$ cat src/rtl/uart_bridge_pkg.sv
// Shared types and constants for the UART packet bridge.
package uart_bridge_pkg;

  typedef enum logic [1:0] {
    IDLE,
    LOAD,
    SEND,
    WAIT
  } tx_state_t;

  localparam int DROP_CNT_W = 8;

  localparam logic [7:0] DEFAULT_DELIM = 8'h0A;

endpackage

$ cat src/rtl/uart_packet_bridge_pkt_fifo.sv
// Packet-aware FIFO: entries are {end_flag, data}; tracks level, closed packets and the open tail.
// Full-flush closes a packet on the write that fills the FIFO; retro_close flags the newest entry.
module pkt_fifo #(
  parameter int WIDTH = 8,
  parameter int DEPTH = 16
) (
  input  logic                       clk,
  input  logic                       rst,
  input  logic                       wr_en,
  input  logic [WIDTH-1:0]           wr_data,
  input  logic                       wr_delim,
  input  logic                       rd_en,
  output logic [WIDTH-1:0]           rd_data,
  output logic                       rd_end,
  input  logic                       pkt_done,
  input  logic                       retro_close,
  output logic                       full,
  output logic                       has_open,
  output logic [$clog2(DEPTH+1)-1:0] level,
  output logic [$clog2(DEPTH+1)-1:0] pkt_count
);

  localparam int AW = (DEPTH > 1) ? $clog2(DEPTH) : 1;
  localparam int LW = $clog2(DEPTH + 1);

  logic [WIDTH:0]  mem [DEPTH];
  logic [AW-1:0]   wr_ptr, rd_ptr, wr_last;
  logic [LW-1:0]   open_cnt;
  logic            wr_ok, rd_ok, wr_end, retro_ok, pkt_inc;

  assign full     = (level == LW'(DEPTH));
  assign has_open = (open_cnt != '0);
  assign wr_ok    = wr_en && !full;
  assign rd_ok    = rd_en && (level != '0);
  // The write that leaves the FIFO full closes the packet, so a full FIFO can always drain.
  assign wr_end   = wr_delim || ((level == LW'(DEPTH - 1)) && !rd_ok);
  assign retro_ok = retro_close && !wr_ok && has_open;
  assign pkt_inc  = (wr_ok && wr_end) || retro_ok;
  assign wr_last  = wr_ptr - AW'(1);

  // Storage array; a retro-close only sets the end flag of the newest entry.
  always_ff @(posedge clk) begin
    if (wr_ok) mem[wr_ptr] <= {wr_end, wr_data};
    if (retro_ok) mem[wr_last][WIDTH] <= 1'b1;
  end

  // Pointers, registered read port and occupancy/packet counters.
  always_ff @(posedge clk or posedge rst) begin
    if (rst) begin
      wr_ptr    <= '0;
      rd_ptr    <= '0;
      rd_data   <= '0;
      rd_end    <= 1'b0;
      level     <= '0;
      pkt_count <= '0;
      open_cnt  <= '0;
    end else begin
      if (wr_ok) wr_ptr <= wr_ptr + AW'(1);
      if (rd_ok) begin
        rd_ptr  <= rd_ptr + AW'(1);
        rd_data <= mem[rd_ptr][WIDTH-1:0];
        rd_end  <= mem[rd_ptr][WIDTH];
      end
      case ({wr_ok, rd_ok})
        2'b10:   level <= level + LW'(1);
        2'b01:   level <= level - LW'(1);
        default: level <= level;
      endcase
      case ({pkt_inc, pkt_done})
        2'b10:   pkt_count <= pkt_count + LW'(1);
        2'b01:   pkt_count <= pkt_count - LW'(1);
        default: pkt_count <= pkt_count;
      endcase
      if (wr_ok) open_cnt <= wr_end ? '0 : open_cnt + LW'(1);
      else if (retro_ok) open_cnt <= '0;
    end
  end

endmodule

$ cat src/rtl/uart_rx.sv
// UART receiver: 8N1-style framing, samples mid-bit, one-cycle o_RX_DV per good byte.
module UART_Rx #(
  parameter int FPGA_CLK_FREQ = 50000000,
  parameter int BAUDRATE      = 115200,
  parameter int WIDTH         = 8
) (
  input  logic             clk,
  input  logic             rst,
  input  logic             i_RX_Serial,
  output logic             o_RX_DV,
  output logic [WIDTH-1:0] o_RX_Byte
);

  localparam int CPB = FPGA_CLK_FREQ / BAUDRATE;
  localparam int CW  = $clog2(CPB) + 1;
  localparam int IW  = (WIDTH > 1) ? $clog2(WIDTH) : 1;

  typedef enum logic [1:0] {R_IDLE, R_START, R_DATA, R_STOP} rx_state_t;

  rx_state_t        state, nxt;
  logic [CW-1:0]    cnt, cnt_n;
  logic [IW-1:0]    idx, idx_n;
  logic [WIDTH-1:0] sh, sh_n;
  logic             dv_n;
  logic             rx_meta, rx_s;

  // Two-flop synchroniser for the asynchronous serial input; idles high.
  always_ff @(posedge clk or posedge rst) begin
    if (rst) begin
      rx_meta <= 1'b1;
      rx_s    <= 1'b1;
    end else begin
      rx_meta <= i_RX_Serial;
      rx_s    <= rx_meta;
    end
  end

  // Receiver state and datapath registers.
  always_ff @(posedge clk or posedge rst) begin
    if (rst) begin
      state   <= R_IDLE;
      cnt     <= '0;
      idx     <= '0;
      sh      <= '0;
      o_RX_DV <= 1'b0;
    end else begin
      state   <= nxt;
      cnt     <= cnt_n;
      idx     <= idx_n;
      sh      <= sh_n;
      o_RX_DV <= dv_n;
    end
  end

  // Bit timing: confirm the start bit at half a bit, then sample each bit centre.
  always_comb begin
    nxt   = state;
    cnt_n = cnt;
    idx_n = idx;
    sh_n  = sh;
    dv_n  = 1'b0;
    case (state)
      R_IDLE: begin
        cnt_n = '0;
        idx_n = '0;
        if (!rx_s) nxt = R_START;
      end
      R_START: begin
        if (cnt == CW'((CPB - 1) / 2)) begin
          cnt_n = '0;
          nxt   = rx_s ? R_IDLE : R_DATA;
        end else begin
          cnt_n = cnt + CW'(1);
        end
      end
      R_DATA: begin
        if (cnt == CW'(CPB - 1)) begin
          cnt_n = '0;
          sh_n  = {rx_s, sh[WIDTH-1:1]};
          if (idx == IW'(WIDTH - 1)) begin
            idx_n = '0;
            nxt   = R_STOP;
          end else begin
            idx_n = idx + IW'(1);
          end
        end else begin
          cnt_n = cnt + CW'(1);
        end
      end
      default: begin
        if (cnt == CW'(CPB - 1)) begin
          cnt_n = '0;
          nxt   = R_IDLE;
          dv_n  = rx_s;
        end else begin
          cnt_n = cnt + CW'(1);
        end
      end
    endcase
  end

  assign o_RX_Byte = sh;

endmodule

$ cat src/rtl/uart_tx.sv
// UART transmitter: start bit, LSB-first data, stop bit; o_TX_Done pulses once the stop bit ends.
module UART_Tx #(
  parameter int FPGA_CLK_FREQ = 50000000,
  parameter int BAUDRATE      = 115200,
  parameter int WIDTH         = 8
) (
  input  logic             clk,
  input  logic             rst,
  input  logic             i_TX_DV,
  input  logic [WIDTH-1:0] i_TX_Byte,
  output logic             o_TX_Serial,
  output logic             o_TX_Done
);

  localparam int CPB = FPGA_CLK_FREQ / BAUDRATE;
  localparam int CW  = $clog2(CPB) + 1;
  localparam int IW  = (WIDTH > 1) ? $clog2(WIDTH) : 1;

  typedef enum logic [1:0] {T_IDLE, T_START, T_DATA, T_STOP} tx_ser_state_t;

  tx_ser_state_t    state, nxt;
  logic [CW-1:0]    cnt, cnt_n;
  logic [IW-1:0]    idx, idx_n;
  logic [WIDTH-1:0] sh, sh_n;
  logic             ser_n, done_n;

  // Serial output is registered and resets high so an aborted byte releases the line at once.
  always_ff @(posedge clk or posedge rst) begin
    if (rst) begin
      state       <= T_IDLE;
      cnt         <= '0;
      idx         <= '0;
      sh          <= '0;
      o_TX_Serial <= 1'b1;
      o_TX_Done   <= 1'b0;
    end else begin
      state       <= nxt;
      cnt         <= cnt_n;
      idx         <= idx_n;
      sh          <= sh_n;
      o_TX_Serial <= ser_n;
      o_TX_Done   <= done_n;
    end
  end

  // Bit sequencing; the line level is chosen from the state being entered.
  always_comb begin
    nxt    = state;
    cnt_n  = cnt;
    idx_n  = idx;
    sh_n   = sh;
    done_n = 1'b0;
    case (state)
      T_IDLE: begin
        cnt_n = '0;
        idx_n = '0;
        if (i_TX_DV) begin
          sh_n = i_TX_Byte;
          nxt  = T_START;
        end
      end
      T_START: begin
        if (cnt == CW'(CPB - 1)) begin
          cnt_n = '0;
          nxt   = T_DATA;
        end else begin
          cnt_n = cnt + CW'(1);
        end
      end
      T_DATA: begin
        if (cnt == CW'(CPB - 1)) begin
          cnt_n = '0;
          if (idx == IW'(WIDTH - 1)) begin
            idx_n = '0;
            nxt   = T_STOP;
          end else begin
            idx_n = idx + IW'(1);
          end
        end else begin
          cnt_n = cnt + CW'(1);
        end
      end
      default: begin
        if (cnt == CW'(CPB - 1)) begin
          cnt_n  = '0;
          nxt    = T_IDLE;
          done_n = 1'b1;
        end else begin
          cnt_n = cnt + CW'(1);
        end
      end
    endcase
    case (nxt)
      T_START: ser_n = 1'b0;
      T_DATA:  ser_n = sh_n[idx_n];
      default: ser_n = 1'b1;
    endcase
  end

endmodule

$ cat src/rtl/uart_packet_bridge.sv
// Store-and-forward UART bridge (watch RX -> ESP32 TX) forwarding only complete packets.
// Optional build macro: UART_BRIDGE_TIMEOUT_EN closes a partial packet after an idle timeout.
module uart_packet_bridge
  import uart_bridge_pkg::*;
#(
  parameter int               FPGA_CLK_FREQ = 50000000,
  parameter int               BAUDRATE      = 115200,
  parameter int               WIDTH         = 8,
  parameter int               DEPTH         = 16,
  parameter logic [WIDTH-1:0] DELIM         = WIDTH'(DEFAULT_DELIM),
  parameter int               TIMEOUT_BYTES = 8
) (
  input  logic                       clk,
  input  logic                       rst,
  input  logic                       i_rx_serial,
  input  logic                       i_tx_hold,
  input  logic                       i_clr_status,
  output logic                       o_tx_line,
  output logic                       o_tx_busy,
  output logic [$clog2(DEPTH+1)-1:0] o_pkt_count,
  output logic [$clog2(DEPTH+1)-1:0] o_level,
  output logic                       o_overflow,
  output logic [DROP_CNT_W-1:0]      o_drop_count
);

  tx_state_t        state, nxt;
  logic             rx_dv, tx_dv, tx_done, rd_en, rd_end, pkt_done, retro;
  logic             full, has_open, drop;
  logic             end_q, end_n, done_q, done_n;
  logic [WIDTH-1:0] rx_byte, rd_data;

  UART_Rx #(.FPGA_CLK_FREQ(FPGA_CLK_FREQ), .BAUDRATE(BAUDRATE), .WIDTH(WIDTH)) u_rx (
    .clk         (clk),
    .rst         (rst),
    .i_RX_Serial (i_rx_serial),
    .o_RX_DV     (rx_dv),
    .o_RX_Byte   (rx_byte)
  );

  pkt_fifo #(.WIDTH(WIDTH), .DEPTH(DEPTH)) u_fifo (
    .clk         (clk),
    .rst         (rst),
    .wr_en       (rx_dv),
    .wr_data     (rx_byte),
    .wr_delim    (rx_byte == DELIM),
    .rd_en       (rd_en),
    .rd_data     (rd_data),
    .rd_end      (rd_end),
    .pkt_done    (pkt_done),
    .retro_close (retro),
    .full        (full),
    .has_open    (has_open),
    .level       (o_level),
    .pkt_count   (o_pkt_count)
  );

  UART_Tx #(.FPGA_CLK_FREQ(FPGA_CLK_FREQ), .BAUDRATE(BAUDRATE), .WIDTH(WIDTH)) u_tx (
    .clk         (clk),
    .rst         (rst),
    .i_TX_DV     (tx_dv),
    .i_TX_Byte   (rd_data),
    .o_TX_Serial (o_tx_line),
    .o_TX_Done   (tx_done)
  );

  // TX FSM state plus the latched end flag and "byte finished" memory for the hold case.
  always_ff @(posedge clk or posedge rst) begin
    if (rst) begin
      state  <= IDLE;
      end_q  <= 1'b0;
      done_q <= 1'b0;
    end else begin
      state  <= nxt;
      end_q  <= end_n;
      done_q <= done_n;
    end
  end

  // TX sequencing: hold is sampled only between bytes. done_q remembers a finished byte
  // while hold keeps the FSM in WAIT, since o_TX_Done is a single-cycle pulse.
  always_comb begin
    nxt      = state;
    rd_en    = 1'b0;
    tx_dv    = 1'b0;
    pkt_done = 1'b0;
    end_n    = end_q;
    done_n   = done_q;
    case (state)
      IDLE: begin
        done_n = 1'b0;
        if ((o_pkt_count != '0) && !i_tx_hold) nxt = LOAD;
      end
      LOAD: begin
        rd_en = 1'b1;
        nxt   = SEND;
      end
      SEND: begin
        tx_dv  = 1'b1;
        end_n  = rd_end;
        done_n = 1'b0;
        nxt    = WAIT;
      end
      default: begin
        if (tx_done || done_q) begin
          done_n = 1'b1;
          if (end_q) begin
            pkt_done = 1'b1;
            done_n   = 1'b0;
            nxt      = IDLE;
          end else if (!i_tx_hold) begin
            done_n = 1'b0;
            nxt    = LOAD;
          end
        end
      end
    endcase
  end

  assign o_tx_busy = (state != IDLE);
  assign drop      = rx_dv && full;

  // Sticky overflow flag and saturating drop counter; a clear wins over a same-cycle drop.
  always_ff @(posedge clk or posedge rst) begin
    if (rst) begin
      o_overflow   <= 1'b0;
      o_drop_count <= '0;
    end else if (i_clr_status) begin
      o_overflow   <= 1'b0;
      o_drop_count <= '0;
    end else if (drop) begin
      o_overflow <= 1'b1;
      if (o_drop_count != '1) o_drop_count <= o_drop_count + DROP_CNT_W'(1);
    end
  end

`ifdef UART_BRIDGE_TIMEOUT_EN
  localparam int TO_CYCLES = TIMEOUT_BYTES * (FPGA_CLK_FREQ / BAUDRATE) * 10;
  localparam int TW        = $clog2(TO_CYCLES + 1);

  logic [TW-1:0] idle_cnt;

  // Idle timer: runs only while a partial packet is open, restarts on every received byte.
  always_ff @(posedge clk or posedge rst) begin
    if (rst) begin
      idle_cnt <= '0;
    end else if (rx_dv || !has_open || (idle_cnt == TW'(TO_CYCLES - 1))) begin
      idle_cnt <= '0;
    end else begin
      idle_cnt <= idle_cnt + TW'(1);
    end
  end

  assign retro = has_open && !rx_dv && (idle_cnt == TW'(TO_CYCLES - 1));
`else
  // No timeout: the retro-close term is constant zero for any non-negative TIMEOUT_BYTES.
  assign retro = has_open && (TIMEOUT_BYTES < 0);
`endif

endmodule

$ cat config.mk
export PLATFORM = sky130hd
export DESIGN_NAME = uart_packet_bridge
export DESIGN_NICKNAME = d
export VERILOG_FILES = /design/src/rtl/uart_bridge_pkg.sv /design/src/rtl/uart_packet_bridge_pkt_fifo.sv /design/src/rtl/uart_rx.sv /design/src/rtl/uart_tx.sv /design/src/rtl/uart_packet_bridge.sv
export SDC_FILE = /design/constraint.sdc
export NUM_CORES = 1
export LEC_CHECK = 0
export BUFFER_PORTS_ARGS = -buffer_cell sky130_fd_sc_hd__buf_2
export CORE_MARGIN = 1
export CORE_UTILIZATION = 50
export DETAILED_ROUTE_END_ITERATION = 16
export PLACE_DENSITY = 0.71
export SYNTH_ARGS = -nofsm -noshare
export SYNTH_HDL_FRONTEND = slang
export SYNTH_SLANG_ARGS = --single-unit
$ cat constraint.sdc
create_clock -name clk -period 3.4 [get_ports clk]
set_input_delay 0.51 -clock clk [delete_from_list [all_inputs] [get_ports clk]]
set_output_delay 0.51 -clock clk [all_outputs]
set_load 0.03 [all_outputs]
==> out/results.md <==
- 235 — number of register bits inferred by synthesis
- sky130_fd_sc_hd__edfxtp_1 (43%), sky130_fd_sc_hd__dfrtp_1 (22%), sky130_fd_sc_hd__mux4_2 (10%), sky130_fd_sc_hd__ha_1 (3.4%), sky130_fd_sc_hd__nand2_1 (2.2%) — cell types occupying the most area after synthesis
- 316 — number of DRC markers after the initial detailed-route iteration
- sky130_fd_sc_hd__edfxtp_1 — leading cell type by number of instances after synthesis
- 0 ns — setup TNS
- 5742 — via count of the first global-routing pass
- 0 — final-report max-slew violation count
- 0 — antenna viol nets, final
- 144 — number of enable flip-flop cells after synthesis
- 144 um — vertical die dimension
- 144 um — die outline width
- 1457 — fill count
- 0.0207 mm^2 — area enclosed by the die boundary
- complete, no violations — status
- 0 — # setup viols final
- 43.0% — area share of the largest cell type after synthesis
- nor4bb_1 > nand2_1 > o31ai_1 > nand2_1 > ha_1 > inv_1 > fa_1 > inv_1 > a21o_1 > a21oi_1 > xnor2_1 > nor2_1 > xor2_1 — cell-by-cell trace of the critical path
- reg -> reg — type of the worst setup path
- 0.00410 uW — leakage component of the power
- 0.52 ns — clock network latency to the later pin of the worst-skew pair
- 0 — remaining global-route overflow
- 0.864 ns — Worst Tran Pin Value
- 14.1% — Area growth, synth to finish
- 26 — number of ports placed on the die boundary
- 3.80 ns — critical path required time
- 0.389 ns — dpl ws
- 3 — CTS max path bufs
- 235 — total number of clock tree sinks
- 0 — antenna violations before repair
- 0.0106 mm^2 — instance area at placement
- 25 — count of input and output buffers
- sky130_fd_sc_hd__edfxtp_1 (144), sky130_fd_sc_hd__dfrtp_1 (88), sky130_fd_sc_hd__nand2_1 (60) — commonest cells in the synthesized netlist
- 688 — number of nets produced by synthesis
- 0.000419 V — maximum VDD drop
- 15.4 um^2 — mean instance size in the synthesized netlist
- 1 — CTS H-Tree Depth
- 51.3% — starting utilization of the core area
- 500 mW/mm^2 — Pwr Density
- 12500 um — dpl hpwl
- flop — element type at the critical path start
- 0.69 ns — largest stage delay on the critical path
- built — CTS tree
- 0 — count of inserted antenna diode cells
- 0.0101 mm^2 — combined area of all synthesized cells
- 0.0115 mm^2 — final design instance area without fill
- 5.60 — average vias per placed instance
- 0.0111 ns — final worst clock skew
- 0 — number of hold buffers added after cts
- 19.6 um — average routed wire per standard cell
- sky130_fd_sc_hd__edfxtp_1 — cell type with the largest total area after synthesis
- 22.7% — fraction of layout instances using a drive strength above 1
- 0.06 ns — clock-pin transition on the worst setup and hold timing paths
- sky130_fd_sc_hd__clkbuf_16 — root buffer selected by CTS
- 0.5% — combinational share of power
- sky130_fd_sc_hd__edfxtp_1 — Top FF cell, synth
- 38.7% — proportion of register bits with asynchronous set or reset after synthesis
- 19 — crit path max fanout
- 0 — post-cts sizing count
- 20.0% — aggregate global-route resource usage
- 320 MHz — Highest Clock Rate
- 52.4% — portion of total power attributed to sequential cells
- 42.4% — worst relative slew slack
- 746 — Post-layout nets
- in -> reg — path class of the lowest-slack min-delay path
- 47.1% — clock share of power
- 48 — maximum number of pins on one net before global-route repair
- false — unrepaired setup endpoints after global routing
- 19.1% — switching fraction of total power
- 0 — total count of hold-check failures in the final report
- 1100 uW — net switching component of the power
- 0.793 — final weighted congestion of routability-driven global placement
- 4640 uW — internal power summed over all cells
- 0 — total of max-cap violations
- flop — kind of capture point of the worst setup path
- 19500 um — Total Wirelength
- 58 — count of unique library cells instantiated by Yosys
- 654 — Post-Syn Instances
- 25 — Inserted Clock Buffers
- 0 — post-CTS setup buffer count
- 3.52 ns — data arrival time of the critical path
- 3.13 ns — min cycle time layout
- 4 — total iterations of the first detailed-routing run
- 30900 um — global-route wire length before repair
- sky130_fd_sc_hd__dfrtp_1 — Critical Path Slowest Stage Cell
- 65.7% — sequential fraction of the synthesis area
- 0 — count of warnings emitted by yosys
- 91.9% — final worst-path cycle share
- 51 — FP Rows
- 0.0196 mm^2 — CORE AREA
- 0 — Residual DRC
- 0.274 ns — worst path setup slack after routing
- 5582 — number of vias after detailed routing
## cells by family after synthesis
| family | after synthesis | synth area share [%] |
|---|---|---|
| flip-flops | 235 | 65.7 |
| AND/OR/NAND/NOR | 175 | 8.29 |
| multiplexers | 72 | 13.0 |
| AO/OA/AOI/OAI | 58 | 4.12 |
| buffers and inverters | 49 | 1.97 |
| XOR/XNOR | 36 | 3.14 |
| adder cells (fa/ha/maj) | 29 | 3.76 |
## power by group through the flow
| stage | logic (uW) | registers (uW) | clock network, uW |
|---|---|---|---|
| floorplan | 17.4 | 3070 | 0 |
| global placement | 29.1 | 3070 | 0 |
| detailed placement | 29.9 | 3070 | 0 |
| CTS | 29.8 | 3010 | 2750 |
| global route | 32.8 | 3010 | 2880 |
| finish | 27.7 | 3010 | 2700 |
## state kept, by name, summed over array words and instances, names as in the netlist, 2 cells and up
name and flops:
o_drop_count 8, state 2, u_fifo.level 5, u_fifo.mem 144
u_fifo.pkt_count 5, u_fifo.rd_data 8, u_fifo.rd_ptr 4, u_fifo.wr_ptr 4
u_rx.cnt 10, u_rx.idx 3, u_rx.o_RX_Byte 8, u_rx.state 2
u_tx.cnt 10, u_tx.idx 3, u_tx.sh 8, u_tx.state 2
## metal layers
| layer | track usage, % | share of wire [%] | vias to the layer above |
|---|---|---|---|
| li1 | - | - | 2559 |
| met1 | 25.2 | 42 | 2878 |
| met2 | 34.8 | 52 | 108 |
| met3 | 3.33 | 3.9 | 37 |
| met4 | 7.50 | 2.6 | 0 |
| met5 | 0 | 0 | - |
## through the flow
step                util (%)  std cells  total power (uW)  hold WS [ns]
floorplan                  -        654              3080         0.345
global placement        54.4        950              3100         0.346
detailed placement      54.4        950              3100         0.353
CTS                     58.6        996              5790        0.0817
global route            58.6        996              5920        0.0689
finish                  58.6        996              5740        0.0931
## cell usage in the layout, fill, tap and decap left out, drive strengths merged, types with 10 or more instances in the layout
| master | synthesis | layout |
|---|---|---|
| clkbuf | 11 | 33 |
| xor2 | 17 | 17 |
| edfxtp | 144 | 144 |
| mux4 | 45 | 45 |
| a21oi | 14 | 14 |
| buf | 11 | 53 |
| nand2 | 60 | 60 |
| nor3 | 10 | 10 |
| xnor2 | 19 | 19 |
| inv | 27 | 28 |
| o21ai | 15 | 15 |
| dfrtp | 88 | 88 |
| nand3 | 14 | 14 |
| nor2 | 54 | 54 |
| mux2 | 19 | 19 |
| ha | 27 | 27 |
## final cells by class
class	instances	area, um^2	share of cell area (%)
Clock buffer	33	676	5.89
Clock inverter	13	146	1.28
Inverter	27	103	0.894
Multi-Input combinational cell	370	3250	28.3
Sequential cell	235	6610	57.6
Tap cell	265	332	2.89
Timing Repair Buffer	53	360	3.14
## worst max-delay path, delay by kind of cell, from the launching register on
family	cells	cell delay (ns)
adders and majority gates	2	0.49
and+or+nand+nor	4	0.89
buffers and inverters	2	0.16
DFF	1	0.69
xor gates and xnor gates	2	0.28
AOI/OAI and AO/OA	3	0.48
## final timing paths
check	cells after the start	end	slack [ns]	startpoint
max in group asynchronous	3	u_tx.o_TX_Serial$_DFF_PP1_	2.51	rst
min in group asynchronous	2	u_fifo.level[0]$_DFFE_PP0P_	0.13	rst
max	13	u_fifo.pkt_count[4]$_DFFE_PP0P_	0.27	u_rx.o_RX_Byte[3]$_DFFE_PP0P_
min	1	u_rx.rx_meta$_DFF_PP1_	0.09	i_rx_serial
max reg2reg	13	u_fifo.pkt_count[4]$_DFFE_PP0P_	0.27	u_rx.o_RX_Byte[3]$_DFFE_PP0P_
min reg2reg	0	u_rx.rx_s$_DFF_PP1_	0.36	u_rx.rx_meta$_DFF_PP1_
Note: power is estimated with default switching activity, not from simulation.
